File: config.mk
export PLATFORM = sky130hd
export DESIGN_NAME = q24_div_ctrl
export DESIGN_NICKNAME = d
export VERILOG_FILES = /design/src/rtl/q24_div_ctrl.sv
export SDC_FILE = /design/constraint.sdc
export NUM_CORES = 1
export LEC_CHECK = 0
export CORE_MARGIN = 2
export CORE_UTILIZATION = 25
export DETAILED_ROUTE_END_ITERATION = 12
export GPL_TIMING_DRIVEN = 1
export MAX_ROUTING_LAYER = met4
export PLACE_DENSITY = 0.42
export SYNTH_ARGS = -nofsm -noshare
export SYNTH_HDL_FRONTEND = slang
export SYNTH_SLANG_ARGS = --single-unit
File: constraint.sdc
create_clock -name clk -period 3 [get_ports clk]
set_input_delay 0.6 -clock clk [delete_from_list [all_inputs] [get_ports clk]]
set_output_delay 0.6 -clock clk [all_outputs]
set_load 0.005 [all_outputs]
File: src/rtl/q24_div_ctrl.sv
// Bit-serial restoring-division sequencer: Q = floor(num * 2^FRAC / den), one quotient bit per clock, MSB first.
// Optional macro Q24_DIV0_SAT_EN: divide-by-zero saturates the accumulator to all ones at normal latency.
module q24_div_ctrl #(
  parameter int WIDTH = 25,
  parameter int NUM_W = 16,
  parameter int DEN_W = 16
) (
  input  logic             clk,
  input  logic             rst,
  input  logic             start,
  input  logic [NUM_W-1:0] num,
  input  logic [DEN_W-1:0] den,
  output logic             busy,
  output logic             done,
  output logic             err_div0,
  output logic [DEN_W-1:0] rem,
  output logic             acc_load,
  output logic [1:0]       acc_mux
);

  localparam int FRAC  = WIDTH - NUM_W;
  localparam int CNT_W = $clog2(WIDTH);

  // Handshake: start is honoured only in S_IDLE; busy spans CLEAR..DONE and done pulses for one cycle.
  typedef enum logic [2:0] {
    S_IDLE  = 3'd0,
    S_CLEAR = 3'd1,
    S_ITER  = 3'd2,
    S_DONE  = 3'd3,
    S_SAT   = 3'd4
  } state_t;

  state_t             state_q, state_d;
  logic [DEN_W-1:0]   r_q, r_d;
  logic [WIDTH-1:0]   dvd_q, dvd_d;
  logic [DEN_W-1:0]   den_q, den_d;
  logic [CNT_W-1:0]   cnt_q, cnt_d;
  logic               err_q, err_d;

  logic [DEN_W:0]     trial;
  logic               trial_ge;
  logic [DEN_W-1:0]   trial_diff;
  logic               cnt_last;

  // R < den holds after every step, so the difference always fits in DEN_W bits.
  assign trial      = {r_q, dvd_q[WIDTH-1]};
  assign trial_ge   = (trial >= {1'b0, den_q});
  assign trial_diff = trial[DEN_W-1:0] - den_q;
  assign cnt_last   = (cnt_q == CNT_W'(WIDTH - 1));

  assign err_div0 = err_q;
  assign rem      = r_q;

  always_ff @(posedge clk or posedge rst) begin
    if (rst) begin
      state_q <= S_IDLE;
      r_q     <= '0;
      dvd_q   <= '0;
      den_q   <= '0;
      cnt_q   <= '0;
      err_q   <= 1'b0;
    end else begin
      state_q <= state_d;
      r_q     <= r_d;
      dvd_q   <= dvd_d;
      den_q   <= den_d;
      cnt_q   <= cnt_d;
      err_q   <= err_d;
    end
  end

  always_comb begin
    state_d  = state_q;
    r_d      = r_q;
    dvd_d    = dvd_q;
    den_d    = den_q;
    cnt_d    = cnt_q;
    err_d    = err_q;
    busy     = 1'b0;
    done     = 1'b0;
    acc_load = 1'b0;
    acc_mux  = 2'b00;
    case (state_q)
      S_IDLE: begin
        if (start) begin
          dvd_d   = WIDTH'(num) << FRAC;
          den_d   = den;
          r_d     = '0;
          cnt_d   = '0;
          err_d   = (den == '0);
          state_d = S_CLEAR;
        end
      end
      S_CLEAR: begin
        busy     = 1'b1;
        acc_load = 1'b1;
`ifdef Q24_DIV0_SAT_EN
        state_d  = (den_q != '0) ? S_ITER : S_SAT;
`else
        state_d  = (den_q != '0) ? S_ITER : S_DONE;
`endif
      end
      S_ITER: begin
        busy = 1'b1;
        if (trial_ge) begin
          r_d     = trial_diff;
          acc_mux = 2'b10;
        end else begin
          r_d     = trial[DEN_W-1:0];
          acc_mux = 2'b01;
        end
        dvd_d = dvd_q << 1;
        cnt_d = cnt_q + 1'b1;
        if (cnt_last) state_d = S_DONE;
      end
`ifdef Q24_DIV0_SAT_EN
      S_SAT: begin
        busy    = 1'b1;
        acc_mux = 2'b10;
        cnt_d   = cnt_q + 1'b1;
        if (cnt_last) state_d = S_DONE;
      end
`endif
      S_DONE: begin
        busy    = 1'b1;
        done    = 1'b1;
        state_d = S_IDLE;
      end
      default: state_d = S_IDLE;
    endcase
  end

endmodule

Word-level counts from Yosys, hierarchy flattened
Cells that the tools add are included.
{"block": "word_totals", "wordCells": 39, "in_bits": 35, "out_inout_bits": 22, "regBits": 66}
{"block": "op_classes", "eq_ne": 6, "mux": 16, "n_addsub": 2, "order_cmp": 1, "reduce_logical": 8}
{"cell": "one-hot mux 25 bit (2 select lines)", "count": 1}
{"cell": "two-way mux 16 bit", "count": 2}
{"cell": "one-hot mux 16 bit (2 select lines)", "count": 1}
{"cell": "two-way mux 25 bit", "count": 1}
{"cell": "greater-or-equal comparator 17 x 16 -> 1 bit", "count": 1}
{"cell": "zero test 16 bit", "count": 1}
{"cell": "nonzero test 16 bit", "count": 1}
{"cell": "subtractor 16 bit", "count": 1}
{"cell": "one-hot mux 5 bit (2 select lines)", "count": 1}
{"cell": "one-hot mux 3 bit (3 select lines)", "count": 1}
{"cell": "== test 3 x 2 -> 1 bit, second input constant", "count": 2}
{"cell": "two-way mux 3 bit", "count": 2}
{"cell": "AND reduction 2 bit", "count": 3}
{"cell": "adder 5 x 1 -> 5 bit, second input constant", "count": 1}
{"cell": "== test 5 bit, second input constant", "count": 1}
{"cell": "two-way mux 5 bit", "count": 1}
{"cell": "two-way mux 1 bit", "count": 4}
{"cell": "two-way mux 2 bit", "count": 2}
{"cell": "inequality test 2 bit, second input constant", "count": 2}
{"cell": "== test 3 x 1 -> 1 bit, second input constant", "count": 1}
{"cell": "zero test 3 bit", "count": 1}
{"cell": "OR reduction 3 bit", "count": 1}
{"cell": "nonzero test 2 bit", "count": 1}

Longest topological paths before layout
Gate-level depths: netlist of run 1.
{"block": "depth", "ltp_word": 3, "ltp_mapped": 12, "ltp_nobuf": 10}

Worst setup path after synthesis of run 1
OpenSTA, ideal clock, no wires.
{"block": "synth_timing", "kind": "reg-to-output", "start": "register r_q[5] (netlist: rem[5])", "end": "output acc_mux[0]", "path_slack_ns": 0.371, "arrival_time_ns": 2.029, "path_stages_with_launch": 10, "cell_sequence": "dfrtp_1 -> ha_1 -> a21oi_2 -> o21a_1 -> o221ai_1 -> nor3b_1 -> o21ba_1 -> buf_6 -> buf_6 -> and2_1"}
{"block": "synth_between", "elab_chain_len": 3}
{"element": "start: declaration", "line_no": "34", "rtl": "logic [DEN_W-1:0] r_q, r_d;"}
{"element": "start signal: assignment", "line_no": "64", "rtl": "r_q <= r_d;"}
{"element": "greater-or-equal comparator 17 x 16 -> 1 bit", "line_no": "47", "rtl": "assign trial_ge = (trial >= {1'b0, den_q});"}
{"element": "two-way mux 2 bit", "line_no": "105", "rtl": "if (trial_ge) begin"}
{"element": "two-way mux 2 bit", "line_no": "83", "rtl": "case (state_q)"}
{"element": "end: declaration", "line_no": "18", "rtl": "output logic [1:0] acc_mux"}
No other way between the ends.

Worst setup path in the final report of run 1
{"block": "layout_timing", "start": "register r_q[5] (netlist: rem[5])", "end": "output acc_mux[1]"}
The elaborated chain is that of the path after synthesis.

==> results.toml, run 1 <==
[setup_path]
worstPathMaxFanout = 4
slowest_stage = "dfrtp_1"
worstSetupPathType = "reg2out"
cp.required_ns = 2.40
cp.arrival_ns = 2.23
crit_cells = 9
critPathBufInv = 3
rr_worst_depth = 11
cpMostUsedCell = "buf_4"
path_cells = "ha_4 > buf_4 > nand4_1 > nor4_2 > nor3b_2 > o21ba_2 > buf_4 > nor2_1 > clkbuf_2"
crit_path_end_kind = "output port"
cp-start-kind = "flop"
max_stage_delay_ns = 0.42
critical_path.top_delay_family = "simple AND/OR/NAND/NOR gates"

[place]
portBuffers = 56
dp_slack_ns = 0.0116
dpl.cell_count = 610
place_hpwl_um = 7100
post_dp_cell_area_sq_mm = 0.00441
gp_congestion = 0.831

[clock_tree]
root_buffer = "clkbuf_16"
ctsHoldBuffers = 0
ctsLongestPathBuffers = 2
clk_pin_slew_worst_paths_ns = 0.08
htree_num_levels = 2
cts_sinks = 56
cts_buffers = 5
clock_latency_ns = 0.30
cts_tree = "yes"

[synth]
synthArstFlopShare = 1.00
synth_top_flop_cell = "dfrtp_1"
synth_top_family_by_area = "compound AO/OA/AOI/OAI gates"
synth.area.mux_share = 0.112
yosysWarnings = 0
synth_seq_cells = 56
synth_edf_count = 0
synthAdderAreaFrac = 0.0907
yosys.area_share.simple = 0.139
synth_cell_types = 47
syn-num-nets = 413
synthXorXnorAreaFrac = 0.0439
synth_compound_area_frac = 0.149
syn_area_sq_mm = 0.00339
syn_inst = 354
ys_seq_area_frac = 0.413
syn_area_per_cell_sq_um = 9.59

[cells_and_area]
final_area_sq_mm = 0.00477
antenna_cells = 0
final_cells = 625
fillCellCount = 1404
nets = 508
post-route-util = 0.360
area_growth_pct = 40.5
layout-drive-gt1-share = 0.220

[timing]
slew_viol_final = 0
period_share = 0.942
period_minus_slack_ns = 2.83
max_freq_ghz = 0.354
fin_skew_ns = 0.00575
rsz0062_at_grt = "no"
setup_viol_count_final = 0
maxSlewHeadroom = 0.490
final-hold-violation-count = 0
fin_ws_ns = 0.175
tightest_slew_ns = 0.764

[detailed_routing]
drt-total-wl_um = 9510
vias = 2907
post_drt_wl_per_cell_um = 15.2
drt_iter0_drc = 114
dr.pass1.iters = 4
via_per_inst = 4.65
drc = 0
final_antenna_net_count = 0

[run_status]
outcome = "completed"

[grt]
track_usage = 0.142
antenna_found_initial = 0
grt_pass1_vias = 2991
grt_first_pass_wirelength_um = 15800
grt_overflow = 0
grt_start_max_net_pins = 49

[job]
maxCapViolations = 0

[floorplanning]
coreArea_sq_mm = 0.0132
dieArea_sq_mm = 0.0145
die_h_um = 121
fp.dieW_um = 121
start_util = 0.256
ioPinCount = 57
row_count = 42

[worst_hold_path]
min_path_type = "reg2reg"
holdPathStages = 2

[power]
power.leakage_nw = 2.08
p_total_mw = 3.91
irDropWorstVdd_v = 0.000293
power_density_mw_per_mm2 = 820
## cells in the mapped netlist, types with 2 or more instances
cell type,number,share of area
o21ai_0,25,0.037
ha_1,23,0.085
a31oi_1,3,0.0055
xnor2_1,6,0.015
a21oi_1,13,0.019
nand3_1,10,0.015
dfrtp_1,56,0.41
mux2i_1,20,0.059
o211ai_1,2,0.0044
o311ai_1,6,0.015
inv_1,25,0.028
a32oi_1,4,0.010
and3_1,2,0.0037
clkbuf_1,6,0.0066
buf_6,2,0.0066
o31ai_1,5,0.011
nand2b_1,2,0.0037
nor3_1,2,0.0029
o21ai_1,8,0.012
mux2_2,16,0.053
nand4_1,8,0.015
buf_2,5,0.0074
o21a_1,2,0.0044
nand2_1,44,0.049
buf_1,4,0.0044
nor4_1,8,0.015
nor2_1,15,0.017
xor2_1,11,0.028
nor2b_1,3,0.0055
## metal layers
layer | GRT usage | routed length (um) | vias up
met5 | - | 0 | -
li1 | - | - | 1457
met1 | 0.197 | 4730 | 1401
met3 | 0.0212 | 250 | 6
met2 | 0.219 | 4430 | 43
met4 | 0.0313 | 93 | 0
## path summary, 6_finish.rpt
kind                                start         end  slack (ns)
worst max-delay path               rem[5]  acc_mux[1]        0.17
worst min-delay path            dvd_q[15]   dvd_q[15]        0.48
worst max register to register  dvd_q[24]     rem[14]        0.48
worst min register to register  dvd_q[15]   dvd_q[15]        0.48
max in group asynchronous             rst      rem[3]        1.88
min in group asynchronous             rst    den_q[0]        0.58
## where the power goes
group / leakage, nW / total, mW / switching, mW / internal, mW
Combinational: 1.30 / 2.13 / 1.12 / 1.01
Clock: 0.0663 / 0.594 / 0.285 / 0.309
Sequential: 0.716 / 1.18 / 0.169 / 1.02
## final cells by class
type | instances | area [sq um] | share of cell area
multi-input cells | 256 | 1970 | 0.412
flip-flops and latches | 56 | 1400 | 0.294
repair buffers | 105 | 946 | 0.198
well taps | 176 | 220 | 0.0462
clock buffers | 5 | 125 | 0.0262
inverters | 25 | 93.8 | 0.0197
clock inverters | 2 | 16.3 | 0.00341
## state kept, by name, indices dropped and copies added (netlist names)
signal,cells
dvd_q,16
state_q,2
err_div0,1
cnt_q,5
rem,16
den_q,16
## worst min-delay path, cell delays in order (launching register included)
cell	delay (ns)
dfrtp_1	0.35
nand2_1	0.04
o21ai_0	0.06
## metrics by stage
stage          TNS [ns]  hold slack, ns
6_report              0           0.480
5_1_grt               0           0.510
4_1_cts          -0.169           0.487
3_5_place_dp          0           0.470
3_3_place_gp          0           0.460
2_1_floorplan         0           0.450
## cell usage in the layout (no fill, tap or decap), drive strengths merged, types with 8 or more instances in the layout
cell / instances
a21oi: 14
buf: 49
clkdlybuf4s50: 54
dfrtp: 56
ha: 23
inv: 26
mux2: 16
mux2i: 20
nand2: 44
nand3: 10
nand4: 8
nor2: 15
nor4: 8
o21ai: 33
xor2: 11
## repair_timing
item | 4_1_cts | 5_1_grt
pin swaps | 5 | 12
setup buffers | 3 | 5
gates resized for setup | 13 | 15
endpoints found under the setup margin | 2 | 2
## logic make-up after synthesis
logic type,after synthesis
flops,56
simple gates,100
buf+inv,42
compound gates,79
fa+ha+maj,24
mux,36
xor+xnor,17
(Power assumes the default switching activity.)
==> run 2, diff against run 1 <==
--- a/config.mk
+++ b/config.mk
@@ -9,7 +9,6 @@
 export CORE_UTILIZATION = 25
 export DETAILED_ROUTE_END_ITERATION = 12
 export GPL_TIMING_DRIVEN = 1
-export MAX_ROUTING_LAYER = met4
 export PLACE_DENSITY = 0.42
 export SYNTH_ARGS = -nofsm -noshare
 export SYNTH_HDL_FRONTEND = slang
==> run 2 against run 1 <==
Sequential share of layout area fell by 0.28 points. Utilization rose by 0.31 points. Hold slack better by 0.00052 ns. Critical path depth grew 6. Clock skew shrank 0.0025 ns. Combinational power increased by 3%. Final cell count is 2.2% higher. Sequential power about the same. Largest power group unchanged. Clock power increased by 7.9%.
==> results.toml, run 2 (same netlist as run 1, synthesis figures left out) <==
[run_status]
outcome = "completed"

[floorplanning]
start_util = 0.256
fp.dieW_um = 121
ioPinCount = 57
row_count = 42
dieArea_sq_mm = 0.0145
die_h_um = 121
coreArea_sq_mm = 0.0132

[grt]
track_usage = 0.144
grt_pass1_vias = 3190
grt_overflow = 0
antenna_found_initial = 0
grt_first_pass_wirelength_um = 16500
grt_start_max_net_pins = 34

[clock_tree]
cts_tree = "yes"
ctsLongestPathBuffers = 2
cts_buffers = 5
cts_sinks = 56
clk_pin_slew_worst_paths_ns = 0.08
root_buffer = "clkbuf_16"
htree_num_levels = 2
clock_latency_ns = 0.30

[cells_and_area]
nets = 521
final_common_cell = "buf_4"
fillCellCount = 1412
antenna_cells = 0
final_area_sq_mm = 0.00481
multi_input_area_sq_mm = 0.00191
area_growth_pct = 41.7
final_cells = 639
layout_common_cells = "61 x buf_4, 56 x dfrtp_1, 54 x clkdlybuf4s50_1"
post-route-util = 0.363
seqCellArea_sq_mm = 0.00140
layout-drive-gt1-share = 0.225

[place]
gp_congestion = 0.850
dpl.cell_count = 615
portBuffers = 56
post_dp_cell_area_sq_mm = 0.00445
dp_slack_ns = 0.0228
place_hpwl_um = 7170

[detailed_routing]
dr.max_layer_used = "met4"
drc = 0
via_per_inst = 4.58
final_antenna_net_count = 0
vias = 2924
dr.pass1.iters = 4
post_drt_wl_per_cell_um = 15.1
route.met2.wl_um = 4390
drt-total-wl_um = 9670
dr_wl_met3_um = 377
drt_iter0_drc = 148
wirelength_met1_um = 4750

[setup_path]
r2r-end = "rem[15]"
cp.required_ns = 3.21
crit_path_end_kind = "flop"
regToRegStartpoint = "rem[6]"
cp-start-kind = "flop"
worstSetupPathType = "reg2reg"
cp.arrival_ns = 3.06
regToRegSetupSlack_ns = 0.14
rr_worst_depth = 15
worstPathMaxFanout = 3

[timing]
tightest_slew_ns = 0.533
maxSlewHeadroom = 0.644
period_share = 0.952
fin_skew_ns = 0.00330
max_freq_ghz = 0.350
slew_viol_final = 0
period_minus_slack_ns = 2.86
final-hold-violation-count = 0
rsz0062_at_grt = "no"
setup_viol_count_final = 0
fin_ws_ns = 0.143
finalSetupTns_ns = 0
fin_hold_ws_ns = 0.481

[power]
p_total_mw = 4.01
power.leakage_nw = 2.14
power_density_mw_per_mm2 = 833
irDropWorstVdd_v = 0.000340

[job]
maxCapViolations = 0

[worst_hold_path]
holdPathStages = 2
min_from = "dvd_q[18]"
whs_endpoint = "dvd_q[18]"
min_path_type = "reg2reg"
==> run 2: worst max-delay path: stages (launching register included) <==
cell	delay [ns]
dfrtp_1	0.41
ha_1	0.34
nand4_1	0.16
buf_4	0.17
buf_4	0.12
buf_4	0.13
buf_4	0.12
buf_4	0.12
buf_4	0.12
buf_4	0.12
buf_4	0.12
buf_4	0.12
o211ai_1	0.23
a21oi_1	0.13
xnor2_1	0.14
o31ai_1	0.20
==> run 2: power breakdown <==
| part | internal (mW) | switching (mW) |
|---|---|---|
| sequential | 1.01 | 0.162 |
| clock | 0.340 | 0.302 |
| combinational | 1.05 | 1.14 |
| total | 2.40 | 1.60 |
==> run 2: how the worst max path moves through the flow <==
stage	from	endpoint	slack [ns]	cells past startpoint
after floorplan	rem[5]	acc_mux[0]	0.37	9
after global placement	rem[5]	acc_mux[0]	0.04	8
after detailed placement	rem[5]	acc_mux[0]	0.02	8
after CTS	den_q[12]	acc_mux[1]	0.007	10
after global routing	den_q[7]	acc_mux[1]	0.02	10
final	rem[6]	rem[15]	0.14	15
==> run 2: timing repair <==
| action | 4_1_cts | 5_1_grt |
|---|---|---|
| gates resized for setup | 11 | 8 |
| setup endpoints to repair | 2 | 3 |
| pin swaps | 1 | 7 |
| setup buffers | 13 | 3 |
| hold buffers | 0 | 0 |
==> run 2: cell type report <==
type	instances	area share
Tap cell	176	0.0458
Timing Repair Buffer	118	0.214
Clock buffer	6	0.0289
Sequential cell	56	0.291
Inverter	25	0.0195
Clock inverter	2	0.00390
Multi-Input combinational cell	256	0.397
==> run 2: layer usage <==
metal,global-route usage,vias to the layer above
met4,0.0443,0
met2,0.228,73
met1,0.199,1360
met3,0.0255,9
met5,0,-
li1,-,1482
